$ cat config.mk
export PLATFORM = sky130hd
export DESIGN_NAME = vx_lane_splitter
export DESIGN_NICKNAME = d
export VERILOG_FILES = /design/src/rtl/vx_lane_splitter.sv
export SDC_FILE = /design/constraint.sdc
export NUM_CORES = 1
export LEC_CHECK = 0
export BUFFER_PORTS_ARGS = -buffer_cell sky130_fd_sc_hd__buf_2
export CAP_MARGIN = 20
export CORE_AREA = 2 2 278 280
export CTS_BUF_LIST = sky130_fd_sc_hd__clkbuf_2
export DETAILED_ROUTE_END_ITERATION = 8
export DIE_AREA = 0 0 280 282
export GPL_TIMING_DRIVEN = 0
export SETUP_SLACK_MARGIN = 0.05
export SLEW_MARGIN = 10
export SYNTH_ARGS = -nofsm -noshare
export SYNTH_HDL_FRONTEND = slang
export SYNTH_SLANG_ARGS = --single-unit
$ cat constraint.sdc
create_clock -name clk -period 22.8 [get_ports clk]
set_clock_uncertainty 0.2 [all_clocks]
set_input_delay 3.42 -clock clk [delete_from_list [all_inputs] [get_ports clk]]
set_output_delay 3.42 -clock clk [all_outputs]
set_load 0.01 [all_outputs]
$ cat src/rtl/vx_lane_splitter.sv
// vx_lane_splitter: serialises one full-warp operand bundle (NUM_THREADS lanes) into
// NUM_THREADS/NUM_LANES execute packets of NUM_LANES lanes each, tagged with pid/sop/eop.
//
// Ports:
//   clk, reset (async, active-low)
//   in_valid/in_ready, in_tmask, in_rs1_data..in_rs3_data, in_meta : warp bundle input
//   out_valid/out_ready, out_tmask, out_rs1_data..out_rs3_data,
//   out_meta, out_pid, out_sop, out_eop                             : lane-group packet output
//
// Configuration macro: VX_LANE_SPLIT_SKIP_EMPTY_EN
//   When defined, lane groups with an all-zero tmask slice are not emitted (an all-zero
//   warp still produces exactly one packet with pid=0). When undefined, every group is emitted.
module vx_lane_splitter #(
  parameter int unsigned NUM_THREADS = 4,
  parameter int unsigned NUM_LANES   = 2,
  parameter int unsigned XLEN        = 32,
  parameter int unsigned META_WIDTH  = 64,
  localparam int unsigned PID_COUNT  = NUM_THREADS / NUM_LANES,
  localparam int unsigned PID_WIDTH  = (PID_COUNT > 1) ? $clog2(PID_COUNT) : 1
) (
  input  logic                        clk,
  input  logic                        reset,
  input  logic                        in_valid,
  output logic                        in_ready,
  input  logic [NUM_THREADS-1:0]      in_tmask,
  input  logic [NUM_THREADS*XLEN-1:0] in_rs1_data,
  input  logic [NUM_THREADS*XLEN-1:0] in_rs2_data,
  input  logic [NUM_THREADS*XLEN-1:0] in_rs3_data,
  input  logic [META_WIDTH-1:0]       in_meta,
  output logic                        out_valid,
  input  logic                        out_ready,
  output logic [NUM_LANES-1:0]        out_tmask,
  output logic [NUM_LANES*XLEN-1:0]   out_rs1_data,
  output logic [NUM_LANES*XLEN-1:0]   out_rs2_data,
  output logic [NUM_LANES*XLEN-1:0]   out_rs3_data,
  output logic [META_WIDTH-1:0]       out_meta,
  output logic [PID_WIDTH-1:0]        out_pid,
  output logic                        out_sop,
  output logic                        out_eop
);

  typedef enum logic [0:0] {StIdle, StSplit} state_e;

  state_e                      state_q;
  logic [PID_WIDTH-1:0]        pid_q;
  logic [NUM_THREADS-1:0]      tmask_q;
  logic [NUM_THREADS*XLEN-1:0] rs1_q, rs2_q, rs3_q;
  logic [META_WIDTH-1:0]       meta_q;

  logic                        accept;
  logic [PID_WIDTH-1:0]        in_first;
  logic [PID_WIDTH-1:0]        buf_first;
  logic [PID_WIDTH-1:0]        buf_last;
  logic [PID_WIDTH-1:0]        pid_next;

`ifdef VX_LANE_SPLIT_SKIP_EMPTY_EN
  // One bit per lane group: set when any thread of the group is active.
  function automatic logic [PID_COUNT-1:0] group_nz(input logic [NUM_THREADS-1:0] m);
    group_nz = '0;
    for (int g = 0; g < int'(PID_COUNT); g++) begin
      group_nz[g] = |m[g*NUM_LANES +: NUM_LANES];
    end
  endfunction

  // Lowest active group; 0 for an empty mask so an empty warp still yields one packet.
  function automatic logic [PID_WIDTH-1:0] first_grp(input logic [NUM_THREADS-1:0] m);
    logic [PID_COUNT-1:0] nz;
    nz = group_nz(m);
    first_grp = '0;
    for (int g = int'(PID_COUNT) - 1; g >= 0; g--) begin
      if (nz[g]) first_grp = PID_WIDTH'(g);
    end
  endfunction

  function automatic logic [PID_WIDTH-1:0] last_grp(input logic [NUM_THREADS-1:0] m);
    logic [PID_COUNT-1:0] nz;
    nz = group_nz(m);
    last_grp = '0;
    for (int g = 0; g < int'(PID_COUNT); g++) begin
      if (nz[g]) last_grp = PID_WIDTH'(g);
    end
  endfunction

  // Next active group above pid; only consulted when pid is not the last group,
  // so an active group above it always exists.
  function automatic logic [PID_WIDTH-1:0] next_grp(input logic [NUM_THREADS-1:0] m,
                                                    input logic [PID_WIDTH-1:0]   pid);
    logic [PID_COUNT-1:0] nz;
    nz = group_nz(m);
    next_grp = pid;
    for (int g = int'(PID_COUNT) - 1; g >= 0; g--) begin
      if (nz[g] && (g > int'(pid))) next_grp = PID_WIDTH'(g);
    end
  endfunction

  assign in_first  = first_grp(in_tmask);
  assign buf_first = first_grp(tmask_q);
  assign buf_last  = last_grp(tmask_q);
  assign pid_next  = next_grp(tmask_q, pid_q);
`else
  assign in_first  = '0;
  assign buf_first = '0;
  assign buf_last  = PID_WIDTH'(PID_COUNT - 1);
  assign pid_next  = pid_q + 1'b1;
`endif

  assign out_valid = (state_q == StSplit);
  assign out_pid   = pid_q;
  assign out_sop   = (pid_q == buf_first);
  assign out_eop   = (pid_q == buf_last);
  assign out_meta  = meta_q;

  // Accepting on the eop handshake lets a new warp follow with no bubble.
  assign in_ready = reset & ((state_q == StIdle) | (out_valid & out_ready & out_eop));
  assign accept   = in_valid & in_ready;

  always_comb begin
    out_tmask    = '0;
    out_rs1_data = '0;
    out_rs2_data = '0;
    out_rs3_data = '0;
    for (int g = 0; g < int'(PID_COUNT); g++) begin
      if (pid_q == PID_WIDTH'(g)) begin
        out_tmask    = tmask_q[g*NUM_LANES +: NUM_LANES];
        out_rs1_data = rs1_q[g*NUM_LANES*XLEN +: NUM_LANES*XLEN];
        out_rs2_data = rs2_q[g*NUM_LANES*XLEN +: NUM_LANES*XLEN];
        out_rs3_data = rs3_q[g*NUM_LANES*XLEN +: NUM_LANES*XLEN];
      end
    end
  end

  always_ff @(posedge clk or negedge reset) begin
    if (!reset) begin
      state_q <= StIdle;
      pid_q   <= '0;
    end else begin
      case (state_q)
        StIdle: begin
          if (accept) begin
            state_q <= StSplit;
            pid_q   <= in_first;
          end
        end
        StSplit: begin
          if (out_ready) begin
            if (!out_eop) begin
              pid_q <= pid_next;
            end else if (accept) begin
              pid_q <= in_first;
            end else begin
              state_q <= StIdle;
              pid_q   <= '0;
            end
          end
        end
        default: begin
          state_q <= StIdle;
          pid_q   <= '0;
        end
      endcase
    end
  end

  // Warp buffer carries no reset; its contents only matter while in StSplit.
  always_ff @(posedge clk) begin
    if (accept) begin
      tmask_q <= in_tmask;
      rs1_q   <= in_rs1_data;
      rs2_q   <= in_rs2_data;
      rs3_q   <= in_rs3_data;
      meta_q  <= in_meta;
    end
  end

endmodule

==> impl_metrics.ini <==
[detailed_routing]
dr_total_vias = 9667
postRouteAntennaNets = 0
m1WireLength_mm = 14.34
avgRoutedWirePerCell_um = 16.42
wl_met2_mm = 22.49
drt_iter0_markers = 252
top_layer_used = met5
drc = 0
wl_met3_mm = 4.327
dr.pass1.iters = 4
drt_wl_total_mm = 42.53
via_per_inst = 3.731

[global_routing]
overflow = 0
grt_antenna_before_repair = 3
gr-usage-all-layers = 0.1004
grt_max_degree = 35
grt_pass1_vias = 10596
grt_pass1_wl_mm = 59.35

[clock_tree]
worstSkewPairLatency_ns = 1.04
htree_levels = 3
clockBufferDepth = 3
post_cts_buffers = 0
tritoncts = built
cts_resized = 0
cts_made_buffers = 114
hold_buffers = 0
path_clk_slew_ns = 0.10
clkSinkCount = 454
clockRootBuffer = clkbuf_2

[timing]
relSlewSlack = 0.4501
worstMarginPinSlew_ns = 0.8229
rsz0062_at_grt = false
min_period_over_period = 0.3492
final_max_slew_viol_count = 0
fin_tns_setup_ns = 0
timing.fmax_mhz = 125.6
holdWs_ns = 0.4176
setup_viol = 0
min_period_ns = 7.962
hold_viol = 0

[setup_path]
cp-start-kind = input pin
ff2ff_path_depth = 9
critPathKind = in2out
critPathArrivalTime_ns = 4.34
crit_path_max_fanout = 3
crit_path_start = out_ready
required_ns = 19.18
end_kind = output pin
endpoint = in_ready
reg2reg_slack_ns = 19.22
r2r-start = out_eop
reg2reg_to = rs2_q[87]

[logic_synthesis]
yosys_warnings = 0
yosysSeqAreaShare = 0.8278
syn_inst = 681
syn-mean-instance-area_um2 = 24.17
ys_types = 17
synth_area_um2 = 16460
ys_seq_elements = 454
syn_nets = 1137

[placement]
dpl.hpwl_mm = 32.57
portBuffers = 718
globalplace.congestion = 0.7924

[die]
die_w_um = 280
fp.dieH_um = 282
rows = 101
start_util = 0.2174
core_um2 = 75700
dieArea_um2 = 78960
pin_count = 719

[flow_run]
cap_violations = 0

[pwr]
ir_drop_v = 0.00005479
p_leak_nw = 9.198
power_density_nw_per_um2 = 97.32

[layout]
fin_nets = 1985
final_cell_mix = 725 x buf_2, 452 x edfxtp_1, 162 x clkbuf_2, 100 x mux2_4, 94 x mux2_2
fill_cells = 7559
drive_above_1_share = 0.6983
final_common_cell = buf_2
syn_to_final_growth_pct = 37.15
post-route-util = 0.2982

[worst_hold_path]
min_path_type = reg2reg

[run_status]
outcome = finished clean
## flip-flops by register name, indices dropped and copies added (netlist names)
name	count
rs1_q	128
rs2_q	128
rs3_q	128
out_meta	64
tmask_q	4
out_eop	1
out_valid	1
## how the worst min path moves through the flow
stage | startpoint | to | slack, ns | cells after the start
floorplan | out_valid | out_eop | 0.38 | 2
global placement | out_valid | out_eop | 0.38 | 2
detailed placement | out_valid | out_eop | 0.41 | 2
CTS | out_valid | out_eop | 0.42 | 2
global route | out_valid | out_eop | 0.45 | 2
finish | out_valid | out_eop | 0.42 | 2
## layout make-up
type / instances / area (um^2) / share of cell area
flip-flops and latches: 454 / 13620 / 0.6036
repair buffers: 732 / 3881 / 0.1720
multi-input cells: 203 / 2626 / 0.1164
well taps: 978 / 1224 / 0.05421
clock buffers: 162 / 810.8 / 0.03592
plain buffers: 23 / 211.5 / 0.009368
clock inverters: 36 / 186.4 / 0.008259
diodes: 2 / 5.005 / 0.0002217
inverters: 1 / 3.754 / 0.0001663
## cell usage after synthesis, drive strengths merged
| cell type | n | area, um^2 |
|---|---|---|
| a21bo | 1 | 10.01 |
| a21boi | 1 | 7.510 |
| and3b | 1 | 8.760 |
| buf | 23 | 211.5 |
| dfrtp | 2 | 50.05 |
| edfxtp | 452 | 13570 |
| inv | 1 | 3.750 |
| mux2 | 194 | 2560 |
| nand2 | 1 | 3.750 |
| nand2b | 1 | 6.260 |
| nand3b | 1 | 7.510 |
| nor2 | 1 | 3.750 |
| nor2b | 1 | 6.260 |
| o21ai | 1 | 5.000 |
## metrics by stage
| step | worst slack [ns] | cell area, um^2 | power, mW | cells |
|---|---|---|---|---|
| 2_1_floorplan | 6.751 | 16460 | 1.473 | 681 |
| 3_3_place_gp | 2.981 | 21280 | 1.737 | 2377 |
| 3_5_place_dp | 14.83 | 21570 | 1.709 | 2391 |
| 4_1_cts | 14.82 | 22570 | 2.254 | 2589 |
| 5_1_grt | 14.80 | 22570 | 2.322 | 2590 |
| 6_report | 14.84 | 22570 | 2.197 | 2591 |
## cells by family (layout without fill, tap and decap cells)
logic type | count (synthesis) | in the layout | share of synthesized area
AOI/OAI and AO/OA | 3 | 3 | 0.001368
buffers and inverters | 24 | 954 | 0.01308
DFF | 454 | 454 | 0.8278
muxes | 194 | 194 | 0.1556
other | 0 | 2 | 0
and+or+nand+nor | 6 | 6 | 0.002205
## where the power goes
part	switching, mW	internal, mW
clock network	0.319	0.206
logic	0.323	0.320
registers	0.0199	1.01
## critical path: stages
cell and delay [ns]:
buf_2 0.11, a21boi_0 0.46, nor2b_1 0.16, buf_2 0.18
## metal layers
layer  track usage  up-vias
li1              -     4486
met1       0.09387     4555
met2        0.1858      533
met3       0.04375       89
met4       0.04881        4
met5             0        -
Power figures use the tool's default switching activity.
